--- src/rtl/alu_pkg.sv ---
// alu_pkg: shared width, opcode and state definitions for the execute stage
package alu_pkg;
    localparam int WIDTH   = 16;
    localparam int SHAMT_W = 4;
    localparam logic [2:0] OP_ROL = 3'b000;
    localparam logic [2:0] OP_SLL = 3'b001;
    localparam logic [2:0] OP_ROR = 3'b010;
    localparam logic [2:0] OP_SRA = 3'b011;
    localparam logic [2:0] OP_ADD = 3'b100;
    localparam logic [2:0] OP_OR  = 3'b101;
    localparam logic [2:0] OP_XOR = 3'b110;
    localparam logic [2:0] OP_AND = 3'b111;
    typedef enum logic [1:0] {IDLE, SHIFT, DONE} exec_state_t;
endpackage

--- src/rtl/shift_step.sv ---
// shift_step: one-position ROL/SLL/ROR/SRA selected by the low opcode bits
module shift_step
    import alu_pkg::*;
(
    input  logic [1:0]       op,
    input  logic [WIDTH-1:0] din,
    output logic [WIDTH-1:0] dout
);
    always_comb
        dout = op == OP_ROL[1:0] ? {din[WIDTH-2:0], din[WIDTH-1]} :
               op == OP_SLL[1:0] ? {din[WIDTH-2:0], 1'b0} :
               op == OP_ROR[1:0] ? {din[0], din[WIDTH-1:1]} :
                                   {din[WIDTH-1], din[WIDTH-1:1]};
endmodule

--- src/rtl/alu_exec_unit.sv ---
// alu_exec_unit: execute stage with single-cycle add/logic and iterative shifts
module alu_exec_unit
    import alu_pkg::*;
(
    input  logic             clk,
    input  logic             rst_n,
    input  logic             flush,
    input  logic             in_valid,
    output logic             in_ready,
    input  logic [2:0]       Op,
    input  logic             Cin,
    input  logic             inv1,
    input  logic             inv2,
    input  logic             err,
    input  logic [WIDTH-1:0] A,
    input  logic [WIDTH-1:0] B,
    output logic             out_valid,
    input  logic             out_ready,
    output logic [WIDTH-1:0] result,
    output logic             Z,
    output logic             N,
    output logic             V,
    output logic             err_out
);
    exec_state_t state_q, state_d;
    logic [WIDTH-1:0] result_q, result_d, shreg_q, shreg_d, stepped, a, b;
    logic [SHAMT_W-1:0] cnt_q, cnt_d;
    logic [1:0] sop_q, sop_d;
    logic z_q, z_d, n_q, n_d, v_q, v_d, err_q, err_d, ld;
    logic [WIDTH:0] sum;

    assign a   = inv1 ? ~A : A;
    assign b   = inv2 ? ~B : B;
    assign sum = {1'b0, a} + {1'b0, b} + {{WIDTH{1'b0}}, Cin};

    shift_step u_step (.op(sop_q), .din(shreg_q), .dout(stepped));

    always_comb begin
        state_d  = state_q;
        result_d = result_q;
        shreg_d  = shreg_q;
        cnt_d    = cnt_q;
        sop_d    = sop_q;
        v_d      = v_q;
        err_d    = err_q;
        ld       = 1'b0;
        if (flush) begin
            state_d = IDLE;
        end else begin
            case (state_q)
                IDLE: if (in_valid) begin
                    state_d = DONE;
                    ld      = 1'b1;
                    err_d   = err;
                    v_d     = 1'b0;
                    if (err) begin
                        result_d = '0;
                    end else if (Op[2]) begin
                        result_d = Op == OP_ADD ? sum[WIDTH-1:0] :
                                   Op == OP_OR  ? a | b :
                                   Op == OP_XOR ? a ^ b : a & b;
                        v_d = Op == OP_ADD && a[WIDTH-1] == b[WIDTH-1] && sum[WIDTH-1] != a[WIDTH-1];
                    end else if (B[SHAMT_W-1:0] == '0) begin
                        result_d = a;
                    end else begin
                        state_d = SHIFT;
                        ld      = 1'b0;
                        shreg_d = a;
                        cnt_d   = B[SHAMT_W-1:0];
                        sop_d   = Op[1:0];
                    end
                end
                SHIFT: begin
                    shreg_d = stepped;
                    cnt_d   = cnt_q - 1'b1;
                    if (cnt_q == 1) begin
                        state_d  = DONE;
                        result_d = stepped;
                        ld       = 1'b1;
                    end
                end
                DONE: if (out_ready) state_d = IDLE;
                default: state_d = IDLE;
            endcase
        end
        // flags only move when a new result is loaded so they stay stable in DONE
        z_d = ld ? result_d == '0 : z_q;
        n_d = ld ? result_d[WIDTH-1] : n_q;
    end

    always_ff @(posedge clk) begin
        if (!rst_n) begin
            state_q  <= IDLE;
            result_q <= '0;
            shreg_q  <= '0;
            cnt_q    <= '0;
            sop_q    <= '0;
            z_q      <= 1'b0;
            n_q      <= 1'b0;
            v_q      <= 1'b0;
            err_q    <= 1'b0;
        end else begin
            state_q  <= state_d;
            result_q <= result_d;
            shreg_q  <= shreg_d;
            cnt_q    <= cnt_d;
            sop_q    <= sop_d;
            z_q      <= z_d;
            n_q      <= n_d;
            v_q      <= v_d;
            err_q    <= err_d;
        end
    end

    assign in_ready  = state_q == IDLE;
    assign out_valid = state_q == DONE;
    assign result    = result_q;
    assign Z         = z_q;
    assign N         = n_q;
    assign V         = v_q;
    assign err_out   = err_q;
endmodule

--- config.mk ---
export PLATFORM = sky130hd
export DESIGN_NAME = alu_exec_unit
export DESIGN_NICKNAME = d
export VERILOG_FILES = /design/src/rtl/alu_pkg.sv /design/src/rtl/shift_step.sv /design/src/rtl/alu_exec_unit.sv
export SDC_FILE = /design/constraint.sdc
export NUM_CORES = 1
export LEC_CHECK = 0
export ABC_CLOCK_PERIOD_IN_PS = 9000
export BUFFER_PORTS_ARGS = -buffer_cell sky130_fd_sc_hd__buf_2
export CAP_MARGIN = 25
export CORE_MARGIN = 5
export CORE_UTILIZATION = 35
export DETAILED_ROUTE_END_ITERATION = 10
export PLACE_DENSITY = 0.54
export SYNTH_ARGS = -nofsm -noshare
export SYNTH_HDL_FRONTEND = slang
export SYNTH_HIERARCHICAL = 1
export SYNTH_SLANG_ARGS = --single-unit
--- constraint.sdc ---
create_clock -name clk -period 9 [get_ports clk]
set_input_delay 0.9 -clock clk [delete_from_list [all_inputs] [get_ports clk]]
set_output_delay 0.9 -clock clk [all_outputs]
set_load 0.1 [all_outputs]
==> results of run 1 <==
[metrics by stage]
step / area, um^2 / instances / hold WS [ps]
floorplan: 4626 / 612 / 448.1
global placement: 5037 / 819 / 459.2
detailed placement: 5037 / 819 / 451.1
CTS: 5220 / 827 / 463.2
global route: 5220 / 827 / 495.0
finish: 5220 / 827 / 465.2
[cells by family after synthesis]
family	count (synthesis)	share of synthesized area, %
AND/OR/NAND/NOR	211	22.29
flip-flops	44	19.04
XOR/XNOR	35	7.358
buffers and inverters	79	7.168
adder cells (fa/ha/maj)	34	9.197
multiplexers	27	7.384
AO/OA/AOI/OAI	182	27.56
[cells in the final DEF (no fill, tap or decap), drive strengths merged, types with 3 or more instances in the layout]
cell and instances:
a211oi 15, a21boi 19, a21o 8, a21oi 29, a221o 4, a221oi 4
a22o 3, a22oi 5, a31oi 8, a32o 4, and2 14, and3 13
buf 71, clkbuf 7, dfxtp 44, ha 34, inv 39, mux2 16
mux2i 9, nand2 76, nand2b 7, nand3 13, nand3b 3, nor2 39
nor2b 12, nor3 15, nor4 4, o211ai 21, o21a 5, o21ai 32
o31ai 6, xnor2 18, xor2 17
[critical path, stage by stage]
cell and delay, ps:
buf_2 280, xnor2_1 580, inv_1 100, ha_1 390, o21ai_0 280, a2bb2oi_1 130, a31o_2 270, a31oi_2 280
o31a_1 220, o21a_1 220, mux2_4 330, o21a_1 210, o21a_1 180
[per-layer routing]
metal	part of all wire (%)	GRT usage, %
met5	0	0
met4	1.7	4.592
met3	5.8	2.004
met2	45	29.39
met1	48	27.99
[state kept, by name, indices dropped and copies added, names as in the netlist]
| register | count |
|---|---|
| result | 16 |
| shreg_q | 16 |
| cnt_q | 4 |
| sop_q | 2 |
| state_q | 2 |
| N | 1 |
| V | 1 |
| Z | 1 |
| err_out | 1 |
[worst max path at each step]
| stage | from | to | cells after the start |
|---|---|---|---|
| 4_1_cts | inv1 | result[15]$_SDFF_PN0_ | 13 |
| 3_5_place_dp | inv1 | result[15]$_SDFF_PN0_ | 13 |
| 2_1_floorplan | inv1 | result[15]$_SDFF_PN0_ | 14 |
| 3_3_place_gp | inv1 | result[15]$_SDFF_PN0_ | 13 |
| 5_1_grt | inv1 | Z$_SDFFE_PN0P_ | 15 |
| 6_report | inv1 | result[15]$_SDFF_PN0_ | 13 |
[area by class of cell]
cell class	instances	area (um^2)	area share, %
Multi-Input combinational cell	489	3420	65.51
Sequential cell	44	880.8	16.87
Timing Repair Buffer	71	370.4	7.095
Tap cell	176	220.2	4.219
Clock buffer	7	152.6	2.924
Inverter	39	146.4	2.804
Clock inverter	1	30.03	0.5753
[power groups by stage]
stage	combinational [mW]	clock [mW]	sequential, mW
final	0.289	0.224	0.211
after global placement	0.281	0	0.215
after global routing	0.318	0.237	0.212
after CTS	0.285	0.229	0.211
after floorplan	0.194	0	0.234
after detailed placement	0.284	0	0.215
==> impl_metrics.ini, run 1 <==
[finish]
drive_gt1_share_pct = 17.51
area_growth_pct = 12.85
antenna_cells = 0
fill_cells = 1364
nets = 728
fin_util_pct = 39.89

[pwr]
power_frac_seq_pct = 29.1
internal_power_mw = 0.4532
finalPower_mw = 0.7235
ir_drop_v = 0.00007169
pwr-share-comb_pct = 39.9
p_leak_nw = 2.280
switching_share_pct = 37.36
power_density_nw_per_um2 = 138.6
clkPwrFrac_pct = 31.0
p_switching_mw = 0.2703

[place]
place_ws_ps = 4591
portBuffers = 65
dp_hpwl_mm = 11.40
place_congestion = 0.9182

[clock_tree]
cts-buffers-inserted = 5
cts_sinks = 44
postCtsHoldBufs = 0
htreeDepth = 2
ctsLongestPathBuffers = 2
postCtsSetupRepairBufs = 0
clk_pin_slew_ps = 60
ctsResizeCount = 0
root_buffer = clkbuf_16
clock_latency_ps = 290
cts_tree = built

[synthesis]
synth-main-ff-cell = dfxtp_1
syn_inst = 612
synth_top_area_share_pct = 19.04
synthArstFlopShare_pct = 0
yosysTopAreaCell = dfxtp_1
synth_edf_count = 0
syn_area_per_cell_um2 = 7.558
synth_fp_nets = 690
synth-seq-cells = 44
yosys-top-cells-area = dfxtp_1 (19%), ha_1 (9.2%), nand2_1 (6.2%)
synth.most_common_cell = nand2_1
synth_area_um2 = 4626
yosys_warnings = 6
ys_seq_area_share_pct = 19.04
synth_common_cells = nand2_1 (76), dfxtp_1 (44), nor2_1 (39)
synth_cell_types = 75

[floorplan]
ios = 66
start_util_pct = 35.35
die_area_um2 = 15620
die_height_um = 125.0
rows = 42
die_w_um = 125.0
core_um2 = 13090

[route]
routed_wl_mm = 15.28
drt-initial-drc-count = 446
avgRoutedWirePerCell_um = 18.47
drc = 0
final_antenna_net_count = 0
vias = 4648
vias_per_cell = 5.620
dr.pass1.iters = 5

[critical_path]
worst-setup-path-type = primary input to flop
reg2reg_from = state_q[1]$_SDFFE_PP0P_
critPathMaxFanout = 16
r2r_setup_slack_ps = 5910
start_kind = primary input
end_kind = flop
cp.arrival_ps = 4370
critPathRequiredTime_ps = 9180
r2r_cells = 10
r2r-end = Z$_SDFFE_PN0P_

[global_route]
grt_pass1_vias = 4317
grt_pass1_wl_mm = 24.35
track_usage_pct = 18.89
grt_overflow = 0
grt_max_degree = 45
antenna_found_initial = 0

[run]
maxCapViolCount = 0

[timing]
grt_setup_unrepaired = no
fmax_mhz = 238.6
setup_violations = 0
fin_setup_tns_ps = 0
hold_viol = 0
worst_pin_slew_ps = 871.6
fin_ws_ps = 4810
slew_viol_final = 0
finClkSkew_ps = 4.418
slew_headroom_pct = 41.81
period_share_pct = 46.56
fin_crit_ps = 4190

[outcome]
outcome = complete, no violations

[min_path]
hold_path_class = flop to flop
min_from = N$_SDFFE_PN0P_
whs_path_depth = 2
worstHoldEndpoint = N$_SDFFE_PN0P_
(Power assumes the default switching activity.)
==> run 2, diff against run 1 <==
--- a/config.mk
+++ b/config.mk
@@ -5,13 +5,13 @@
 export SDC_FILE = /design/constraint.sdc
 export NUM_CORES = 1
 export LEC_CHECK = 0
-export ABC_CLOCK_PERIOD_IN_PS = 9000
+export ABC_CLOCK_PERIOD_IN_PS = 3500
 export BUFFER_PORTS_ARGS = -buffer_cell sky130_fd_sc_hd__buf_2
 export CAP_MARGIN = 25
 export CORE_MARGIN = 5
 export CORE_UTILIZATION = 35
 export DETAILED_ROUTE_END_ITERATION = 10
-export PLACE_DENSITY = 0.54
+export PLACE_DENSITY = 0.56
 export SYNTH_ARGS = -nofsm -noshare
 export SYNTH_HDL_FRONTEND = slang
 export SYNTH_HIERARCHICAL = 1
==> constraint.sdc (replaced) <==
create_clock -name clk -period 3.5 [get_ports clk]
set_input_delay 0.35 -clock clk [delete_from_list [all_inputs] [get_ports clk]]
set_output_delay 0.35 -clock clk [all_outputs]
set_load 0.1 [all_outputs]
==> run 2 against run 1 <==
  * Via count up 3.1%
  * Clock power grew 140%
  * Sequential share of layout area is 0.75 points lower
  * Total power grew to 2.6 times the previous value
  * Combinational power grew to 2.8 times the previous value
  * Non-clock buffer count grew 33
  * Largest power group unchanged
  * Flip-flop and latch count unchanged
  * Count of clock-buffer cells in the layout decreased by 1
  * Utilization increased by 1.8 points
  * Design area increased by 4.6%
  * Clock skew up 5.1 ps
  * Highest routed layer unchanged
==> impl_metrics.ini, run 2 (same netlist as run 1, synthesis figures left out) <==
[critical_path]
crit_top_cell = ha_1
critPathRequiredTime_ps = 3710
r2r_cells = 9
cp.arrival_ps = 3340
cp_slowest_cell = a221o_1
worst-setup-path-type = primary input to flop
critical_path.cell_chain = buf_2, xnor2_1, ha_1, ha_1, o21bai_2, ha_1, nor3_1, o21ai_1, nand4_1, nand2_1, a221o_1, xnor2_1, a211oi_1, a221o_1, o31ai_2
critPathMaxFanout = 5
cpPeakStageDelay_ps = 320
worstSetupStartpoint = B[0]
r2r_setup_slack_ps = 630
r2r-end = Z$_SDFFE_PN0P_
end_kind = flop
start_kind = primary input
reg2reg_from = state_q[0]$_SDFFE_PP0P_
worstSetupEndpoint = Z$_SDFFE_PN0P_

[clock_tree]
clk_pin_slew_ps = 70
htreeDepth = 2
cts_sinks = 44
cts_tree = built
clock_latency_ps = 290
ctsLongestPathBuffers = 2
cts-buffers-inserted = 5
postCtsHoldBufs = 0
postCtsSetupRepairBufs = 0
root_buffer = clkbuf_16
ctsResizeCount = 0

[place]
place_congestion = 0.9021
place_ws_ps = 72.82
portBuffers = 65
placed_cells = 852
dp_hpwl_mm = 11.88

[timing]
setup_violations = 0
period_share_pct = 89.37
slew_headroom_pct = 52.92
fin_setup_tns_ps = 0
grt_setup_unrepaired = no
slew_viol_final = 0
fmax_mhz = 319.7
fin_crit_ps = 3128
fin_ws_ps = 371.9
finClkSkew_ps = 9.504
hold_viol = 0
worst_pin_slew_ps = 700.1

[route]
vias = 4793
routed_wl_mm = 15.08
dr.pass1.iters = 5
avgRoutedWirePerCell_um = 17.53
final_antenna_net_count = 0
drt-initial-drc-count = 399
vias_per_cell = 5.573
drc = 0

[floorplan]
start_util_pct = 35.35
die_height_um = 125.0
die_w_um = 125.0
ios = 66
rows = 42
core_um2 = 13090
die_area_um2 = 15620

[global_route]
antenna_found_initial = 0
track_usage_pct = 18.96
grt_pass1_vias = 4730
grt_pass1_wl_mm = 24.67
grt_max_degree = 44
grt_overflow = 0

[pwr]
p_leak_nw = 2.434
ir_drop_v = 0.0002659
power_density_nw_per_um2 = 342.0

[run]
maxCapViolCount = 0

[finish]
instances_no_fill = 860
fill_cells = 1359
area_growth_pct = 18.07
antenna_cells = 0
drive_gt1_share_pct = 21.35
nets = 761
mostFrequentLayoutCells = nand2_1 (76), buf_2 (65), dfxtp_1 (44), nor2_1 (39), buf_4 (38)
final_common_cell = nand2_1

[min_path]
hold_path_class = primary input to flop

[outcome]
outcome = complete, no violations
==> run 2: critical path: cells and delay by family <==
family                   cells  cell delay, ps
AO/OA/AOI/OAI                6            1340
adder cells (fa/ha/maj)      3             690
AND/OR/NAND/NOR              3             410
XOR/XNOR                     2             400
buffers and inverters        1             140
==> run 2: through the flow <==
step / utilization (%) / cell area [um^2] / power, mW / hold WS (ps)
floorplan: - / 4627 / 1.101 / 429.0
global placement: 40.49 / 5298 / 1.325 / 449.0
detailed placement: 40.49 / 5298 / 1.335 / 451.1
CTS: 41.74 / 5461 / 1.876 / 323.0
global route: 41.74 / 5461 / 1.983 / 342.9
finish: 41.74 / 5461 / 1.868 / 335.8
==> run 2: worst min path at each step <==
stage               cells past startpoint                 endpoint            from  slack (ps)
CTS                                     2  state_q[1]$_SDFFE_PP0P_           flush         320
detailed placement                      2           N$_SDFFE_PN0P_  N$_SDFFE_PN0P_         450
global route                            2  state_q[1]$_SDFFE_PP0P_           flush         340
finish                                  2  state_q[1]$_SDFFE_PP0P_           flush         340
global placement                        2           N$_SDFFE_PN0P_  N$_SDFFE_PN0P_         450
floorplan                               1  state_q[1]$_SDFFE_PP0P_           flush         430
==> run 2: layer usage <==
layer	vias to the layer above	global-route usage [%]	wire, um
li1	2342	-	-
met1	2230	26.01	7002
met2	184	29.99	6689
met3	37	3.412	985
met4	0	6.633	398
met5	-	0	0
==> run 2: final cells by class <==
cell class | count | area, um^2 | share of cell area [%]
multi-input combinational | 489 | 3420 | 62.61
sequential | 44 | 880.8 | 16.13
timing repair buffer | 104 | 630.6 | 11.55
tap | 176 | 220.2 | 4.032
inverter | 39 | 146.4 | 2.680
clock buffer | 6 | 128.9 | 2.360
clock inverter | 2 | 35.03 | 0.6415
==> run 2: where the power goes <==
group	switching, mW	leakage [nW]	total (mW)	internal (mW)
Clock	0.195	0.0808	0.531	0.336
Sequential	0.0198	0.357	0.541	0.521
Combinational	0.485	2.00	0.796	0.312
